==> src/rtl/timer_countdown_alarm.sv <==
// Kitchen-timer execution unit: loads a duration, counts it down once per second,
// flags zero, sounds the buzzer for ALARM_SEC seconds and reports completion.
// Every output comes straight from a flop; digit outputs trail remaining by one cycle.
module timer_countdown_alarm #(
    parameter int TICK_DIV  = 50_000_000,
    parameter int ALARM_SEC = 10,
    parameter int BEEP_DIV  = 25_000
) (
    input  logic       clk,
    input  logic       reset_n,
    input  logic       load,
    input  logic [7:0] mode_count,
    input  logic       start_count,
    input  logic       start_alarm,
    input  logic       stop,
    output logic       flag_sec_equal_zero,
    output logic       end_alarm,
    output logic [7:0] remaining,
    output logic [3:0] min_digit,
    output logic [3:0] sec_tens,
    output logic [3:0] sec_ones,
    output logic       buzzer,
    output logic       tick_1hz
);

    localparam int PW = $clog2(TICK_DIV);
    localparam int AW = $clog2(ALARM_SEC + 1);
    localparam int BW = $clog2(BEEP_DIV + 1);
    localparam logic [PW-1:0] TICK_LAST  = PW'(TICK_DIV - 1);
    localparam logic [AW-1:0] ALARM_LAST = AW'(ALARM_SEC - 1);
    localparam logic [BW-1:0] BEEP_LAST  = BW'(BEEP_DIV - 1);

    typedef enum logic [1:0] {IDLE, LOADED, RUN, ALARM} state_t;

    state_t        state, state_nx;
    logic [PW-1:0] prescaler, prescaler_nx;
    logic [AW-1:0] alarm_cnt, alarm_cnt_nx;
    logic [BW-1:0] beep_cnt, beep_cnt_nx;
    logic [7:0]    remaining_nx;
    logic          flag_nx, end_nx, buzzer_nx, tick_nx;
    // alarm_armed records that start_alarm has been seen low, so a held-high
    // request cannot restart the alarm after completion, abort or reset.
    logic          alarm_armed, armed_nx;
    logic          alarm_req, abort;

    // State and all registered outputs; reset returns everything to zero at once.
    always_ff @(posedge clk or negedge reset_n) begin
        if (!reset_n) begin
            state               <= IDLE;
            prescaler           <= '0;
            alarm_cnt           <= '0;
            beep_cnt            <= '0;
            remaining           <= 8'd0;
            flag_sec_equal_zero <= 1'b0;
            end_alarm           <= 1'b0;
            buzzer              <= 1'b0;
            tick_1hz            <= 1'b0;
            alarm_armed         <= 1'b0;
        end else begin
            state               <= state_nx;
            prescaler           <= prescaler_nx;
            alarm_cnt           <= alarm_cnt_nx;
            beep_cnt            <= beep_cnt_nx;
            remaining           <= remaining_nx;
            flag_sec_equal_zero <= flag_nx;
            end_alarm           <= end_nx;
            buzzer              <= buzzer_nx;
            tick_1hz            <= tick_nx;
            alarm_armed         <= armed_nx;
        end
    end

    // Next-state logic in priority order stop > start_alarm > start_count > load.
    always_comb begin
        state_nx     = state;
        prescaler_nx = prescaler;
        alarm_cnt_nx = alarm_cnt;
        beep_cnt_nx  = beep_cnt;
        remaining_nx = remaining;
        flag_nx      = flag_sec_equal_zero;
        end_nx       = 1'b0;
        buzzer_nx    = buzzer;
        tick_nx      = 1'b0;
        armed_nx     = alarm_armed | ~start_alarm;
        alarm_req    = start_alarm & alarm_armed;
        abort        = 1'b0;

        if (stop) begin
            abort = 1'b1;
        end else if (state == ALARM) begin
            if (!start_alarm) begin
                abort = 1'b1;
            end else begin
                if (beep_cnt == BEEP_LAST) begin
                    beep_cnt_nx = '0;
                    buzzer_nx   = ~buzzer;
                end else begin
                    beep_cnt_nx = beep_cnt + 1'b1;
                end
                if (prescaler == TICK_LAST) begin
                    prescaler_nx = '0;
                    tick_nx      = 1'b1;
                    alarm_cnt_nx = alarm_cnt + 1'b1;
                    if (alarm_cnt == ALARM_LAST) begin
                        end_nx       = 1'b1;
                        state_nx     = IDLE;
                        buzzer_nx    = 1'b0;
                        remaining_nx = 8'd0;
                        alarm_cnt_nx = '0;
                        beep_cnt_nx  = '0;
                    end
                end else begin
                    prescaler_nx = prescaler + 1'b1;
                end
            end
        end else if (alarm_req) begin
            state_nx     = ALARM;
            prescaler_nx = '0;
            alarm_cnt_nx = '0;
            beep_cnt_nx  = '0;
            buzzer_nx    = 1'b0;
            flag_nx      = 1'b0;
            armed_nx     = 1'b0;
        end else if (state == RUN) begin
            if (start_count && remaining != 8'd0) begin
                if (prescaler == TICK_LAST) begin
                    prescaler_nx = '0;
                    tick_nx      = 1'b1;
                    remaining_nx = remaining - 8'd1;
                    if (remaining == 8'd1) begin
                        flag_nx = 1'b1;
                    end
                end else begin
                    prescaler_nx = prescaler + 1'b1;
                end
            end
        end else if (state == LOADED && start_count) begin
            state_nx     = RUN;
            prescaler_nx = '0;
            if (remaining == 8'd0) begin
                flag_nx = 1'b1;
            end
        end else if (load) begin
            state_nx     = LOADED;
            remaining_nx = mode_count;
            prescaler_nx = '0;
        end

        if (abort) begin
            state_nx     = IDLE;
            remaining_nx = 8'd0;
            prescaler_nx = '0;
            alarm_cnt_nx = '0;
            beep_cnt_nx  = '0;
            buzzer_nx    = 1'b0;
            flag_nx      = 1'b0;
            end_nx       = 1'b0;
            tick_nx      = 1'b0;
        end
    end

    // M:SS display digits derived from the registered remaining count.
    always_ff @(posedge clk or negedge reset_n) begin
        if (!reset_n) begin
            min_digit <= 4'd0;
            sec_tens  <= 4'd0;
            sec_ones  <= 4'd0;
        end else begin
            min_digit <= 4'(remaining / 8'd60);
            sec_tens  <= 4'((remaining % 8'd60) / 8'd10);
            sec_ones  <= 4'((remaining % 8'd60) % 8'd10);
        end
    end

endmodule

==> config.mk <==
export PLATFORM = sky130hd
export DESIGN_NAME = timer_countdown_alarm
export DESIGN_NICKNAME = d
export VERILOG_FILES = /design/src/rtl/timer_countdown_alarm.sv
export SDC_FILE = /design/constraint.sdc
export NUM_CORES = 1
export LEC_CHECK = 0
export BUFFER_PORTS_ARGS = -buffer_cell sky130_fd_sc_hd__buf_2
export CORE_MARGIN = 2
export CORE_UTILIZATION = 35
export CTS_BUF_LIST = sky130_fd_sc_hd__clkbuf_2 sky130_fd_sc_hd__clkbuf_4 sky130_fd_sc_hd__clkbuf_8
export DETAILED_ROUTE_END_ITERATION = 7
export PLACE_DENSITY = 0.6
export REMOVE_ABC_BUFFERS = 1
export SYNTH_ARGS = -nofsm -noshare
export SYNTH_HDL_FRONTEND = slang
export SYNTH_SLANG_ARGS = --single-unit
==> constraint.sdc <==
create_clock -name clk -period 7.4 [get_ports clk]
set_input_delay 1.85 -clock clk [delete_from_list [all_inputs] [get_ports clk]]
set_output_delay 1.85 -clock clk [all_outputs]
set_load 0.02 [all_outputs]
; After elaboration in Yosys (flattened, before gate mapping)
; Cells that the tools add are included.
[totals]
mem_count = 0
mem_bits_ro = 0
ram_bits = 0
regBits = 72
inputBits = 14
latchBits = 0
elab_cells = 146
output_inout_bits = 24
[classes]
eq_ne = 20
n_addsub = 4
muxes = 85
n_bitwise = 4
n_reduce_logical = 16
n_shift = 0
mul = 0
div = 4
n_lt_le_gt_ge = 0
[op_table]
columns = op, count
row1 = two-way mux 26 bit, 10
row2 = two-way mux 15 bit, 8
row3 = two-way mux 8 bit, 12
row4 = two-way mux 1 bit, 38
row5 = two-way mux 4 bit, 7
row6 = adder 26 x 1 -> 26 bit (second input constant), 1
row7 = == test 26 bit (second input constant), 1
row8 = two-way mux 2 bit, 10
row9 = adder 15 x 1 -> 15 bit (second input constant), 1
row10 = == test 15 bit (second input constant), 1
row11 = != test 4 x 3 -> 1 bit (second input constant), 3
row12 = != test 4 bit (second input constant), 3
row13 = nonzero test 4 bit, 3
row14 = AND reduction 9 bit, 1
row15 = divider 8 x 4 -> 8 bit (second input constant), 1
row16 = divider 8 x 6 -> 8 bit (second input constant), 1
row17 = == test 8 x 1 -> 1 bit (second input constant), 1
row18 = logical NOT 8 bit, 1
row19 = remainder unit 8 x 4 -> 8 bit (second input constant), 1
row20 = remainder unit 8 x 6 -> 8 bit (second input constant), 1
row21 = AND reduction 4 bit, 2
row22 = nonzero test 8 bit, 1
row23 = subtractor 8 x 1 -> 8 bit (second input constant), 1
row24 = AND reduction 7 bit, 1
row25 = 19 further kinds, 23

; Logic depth before layout (Yosys ltp)
[logic_depth]
word_depth = 9
depth_mapped = 11
ltp_nobuf = 8

; Worst setup path after synthesis
; OpenSTA, ideal clock, no wires.
[synth_timing]
path_kind = input -> register
from = in stop
to = reg prescaler[0]
required_ns = 7.275
setup_time_ns = 0.125
setup_slack_ns = 4.055
arrival_ns = 3.220
path_buffers = 2
stages = 7
cell_sequence = or3b_2 > a21oi_4 > a21bo_1 > buf_6 > nor3_4 > buf_6 > mux2_2
[synth_via]
elab_chain_len = 3
elab_cells_between_ends = 7
cone_classes = eq/ne: 3 / mux: 2 / reduce/logical: 2
[synth_lines]
columns = item, line
row1 = start: declaration, 15  ; input logic stop,
row2 = two-way mux 1 bit, 88  ; if (stop) begin
row3 = "!= test 5 x 4 -> 1 bit (no source line), or another cell as far along", -
row4 = AND reduction 4 bit (no source line), -
row5 = end signal: assignment, 61  ; prescaler <= prescaler_nx;
row6 = end: declaration, 36  ; logic [PW-1:0] prescaler, prescaler_nx;
; Several ways; a longest one is shown, not always the timed one.
; A chain may end at the register's enable or synchronous reset.

; Worst setup path after layout
[layout_timing]
from = in start_alarm
to = reg prescaler[0]
[layout_via]
elab_chain_len = 5
elab_cells_between_ends = 13
cone_classes = eq/ne: 3 / mux: 7 / bitwise: 1 / reduce/logical: 2
[layout_lines]
columns = item, line
row1 = start: declaration, 14  ; input logic start_alarm,
row2 = two-way mux 1 bit / bitwise AND 1 bit (equally long branches), "91, 85"
row3 = two-way mux 1 bit / two-way mux 26 bit (equally long branches), "90, 116"
row4 = two-way mux 1 bit / two-way mux 26 bit (equally long branches), "88, 90"
row5 = "!= test 5 x 4 -> 1 bit (no source line), or another cell as far along", -
row6 = AND reduction 4 bit (no source line) / two-way mux 26 bit (equally long branches), -
; Several ways; a longest one is shown, not always the timed one. The select of a mux whose other input is x is not followed.

==> impl_results.md <==
* Req. time, crit path at 7.65 ns
* # setup viols final at 0
* Distinct cells, synth at 80
* Simple-gate share of the synthesized area at 27.8%
* Rel. slew slack at 28.3%
* R2R depth at 6
* Synthesized area at 4700 um2
* H-tree Lvls at 3
* Post-synthesis adder-cell area fraction at 2.07%
* PortBufs at 36
* Period utilization at 56.8%
* Largest family of logic cells by synthesized area: simple AND/OR/NAND/NOR gates
* Ys flop type: dfrtp_1
* Area of the multi-input gates at 2650 um2
* CP Class: in2reg
* Total global-route track usage at 16.0%
* HP Class: reg2reg
* Pre-CTS WS at 2.85 ns
* Critical path launch point: start_alarm
* Drt drc at 0
* Die height at 120 um
* Area leader, netlist: dfrtp_1
* Hold path start: prescaler[23]
* Slew @ Worst Pin at 1.08 ns
* Status: finished clean
* Cells after synthesis at 551
* Post-layout instance area at 5100 um2
* Site Rows at 42
* Placed Cells at 725
* Layout Cells excl Fill at 741
* Worst r2r dst: prescaler[22]
* Ys Warns at 0
* Max-slew violations at 0
* Most frequent cells in the layout: o21ai_0, dfrtp_1, nor2_1
* Post-synth ARST share at 100%
* WL/cell at 15.0 um
* Routed wire length at 11100 um
* Drt first-iter violations at 353
* Post-synth EDFFs at 0
* Post-CTS Setup Repair Bufs at 0
* Final Worst Setup Slack at 3.19 ns
* WP data arrival at 4.46 ns
* Die area at 14400 um2
* Fillcell total at 1342
* TritonRoute pass-1 iters at 5
* Hold buffers post-CTS at 0
* Post-Synth XOR/XNOR Area at 2.23%
* Minimum clock period at 4.21 ns
* Reg2reg start: remaining[4]
* Fin. Hold Viols at 0
* Worst-Skew Late Latency at 0.37 ns
* Via total after detailed routing at 4203
* Crit Path Max Fanout at 29
* CTS tree: built
* # nets final at 581
* Syn Area/Cell at 8.54 um2
* Total gr overflow at 0
* Routability cong. at 0.870
* Sequential element share of the synthesized area at 37.8%
* Post_cts resized at 0
* Pin count of the biggest net entering global routing at 72
* Fmax at 0.238 GHz
* CTS sink cnt at 71
* Die W at 120 um
* Reg2Reg Setup Slack at 4.15 ns
* CP Capture Point: prescaler[0]
* Total core area at 13200 um2
* MaxCap Viol Count at 0
* I/O pin total at 38
* Top cells by area, synth: dfrtp_1, o21ai_0, nor2_1
* RSZ-0062 raised after global routing: no
* Launching element type of the critical path: input pin
* Max clock buf depth at 2
* Utilization after layout at 38.7%
* Pwr Density at 300 nW/um2
* Number of synthesized register bits at 71
* Placed Area at 4890 um2
* Complex-gate fraction of the synthesized area at 23.3%
* Clk root buf: clkbuf_8
* Register Area at 1780 um2
* Antenna violations before repair at 1
* Synthesis-to-layout area growth at 8.48%
* Nature of the critical path endpoint: register
* Global-route wire length before repair at 18800 um
* ANT nets after route at 0
* Commonest non-fill, non-tap cell in the layout: o21ai_0
* Num CTS Buffers at 9
* Peak supply drop at 0.0921 mV
* Fraction of layout cells with a size suffix above 1 at 13.5%
* Mux share of post-synthesis cell area at 0.691%
* Hpwl dp at 7450 um
* Starting Density at 35.7%
* Clock skew at 0.0139 ns
* Worst-path clk slew at 0.08 ns
* Vias in the first global route at 3882
* Vias per inst at 5.67
* Top cell type's share of synthesized area at 37.8%
* Static leakage at 2.19 nW
* Total negative slack at 0 ns
-- cell usage after synthesis (3+ instances only) --
cell and n:
a211oi_1 4, a21o_1 7, a21oi_1 20, a221oi_1 4, a22o_1 7, a311oi_1 5
a31oi_1 7, and2_1 5, and3_1 11, and3b_1 4, and4_1 5, buf_2 23
buf_4 4, buf_6 5, clkbuf_1 8, dfrtp_1 71, ha_1 7, inv_1 13
nand2_1 44, nand2b_1 6, nand3_1 23, nand4_1 7, nand4b_1 3, nor2_1 45
nor2b_1 4, nor3_1 32, nor3b_1 8, nor4_1 7, nor4bb_1 4, o211ai_1 3
o21ai_0 74, o21ai_1 6, o31ai_1 5, or2_2 3, or4_1 3, xnor2_1 9
xor2_1 3
-- power breakdown --
group	internal [W]	leakage, nW	switching, W
registers	0.000438	0.962	0.000111
logic	0.000250	1.12	0.000392
clock network	0.000187	0.105	0.000156
-- per-stage QoR --
step	total power, W	hold WS (ns)
CTS	0.00154	0.495
finish	0.00153	0.489
global placement	0.00118	0.463
floorplan	0.000998	0.431
global route	0.00164	0.520
detailed placement	0.00119	0.478
-- kinds of logic (layout without fill, tap and decap cells) --
group                    after synthesis  count (layout)
flip-flops                            71              71
adder cells (fa/ha/maj)                8               8
multiplexers                           3               3
buffers and inverters                 54              66
other                                  1               3
AO/OA/AOI/OAI                        169             169
AND/OR/NAND/NOR                      233             233
XOR/XNOR                              12              12
-- critical path, stage by stage --
cell and delay, ns:
buf_2 0.17, a221oi_2 0.90, nand4b_1 0.16, a21bo_1 0.81, nor3_4 0.23, mux2_2 0.32
-- how the worst min path moves through the flow --
stage | depth (start not counted) | end
after CTS | 1 | prescaler[4]
after detailed placement | 1 | prescaler[23]
final | 1 | prescaler[23]
after floorplan | 1 | prescaler[23]
after global routing | 1 | prescaler[4]
after global placement | 1 | prescaler[23]
-- area by class of cell --
| class | instances | share of cell area, % |
|---|---|---|
| flip-flops and latches | 71 | 34.8 |
| repair buffers | 38 | 3.87 |
| diodes | 1 | 0.0490 |
| clock inverters | 6 | 1.69 |
| clock buffers | 9 | 2.43 |
| inverters | 13 | 0.956 |
| well taps | 176 | 4.31 |
| multi-input cells | 427 | 51.9 |
-- sequential cells by signal (all words and copies together), names as in the netlist --
name and count:
end_alarm 1, prescaler 26, sec_tens 4, beep_cnt 15
flag_sec_equal_zero 1, state 2, buzzer 1, alarm_armed 1
remaining 8, tick_1hz 1, alarm_cnt 4, sec_ones 4
min_digit 3
-- layer usage --
metal | track usage (%) | wire [um] | up-vias
met5 | 0 | 0 | -
met4 | 5.44 | 179 | 0
met3 | 3.33 | 579 | 16
met2 | 24.7 | 4970 | 120
met1 | 22.3 | 5360 | 2011
li1 | - | - | 2056
(Power assumes the default switching activity.)
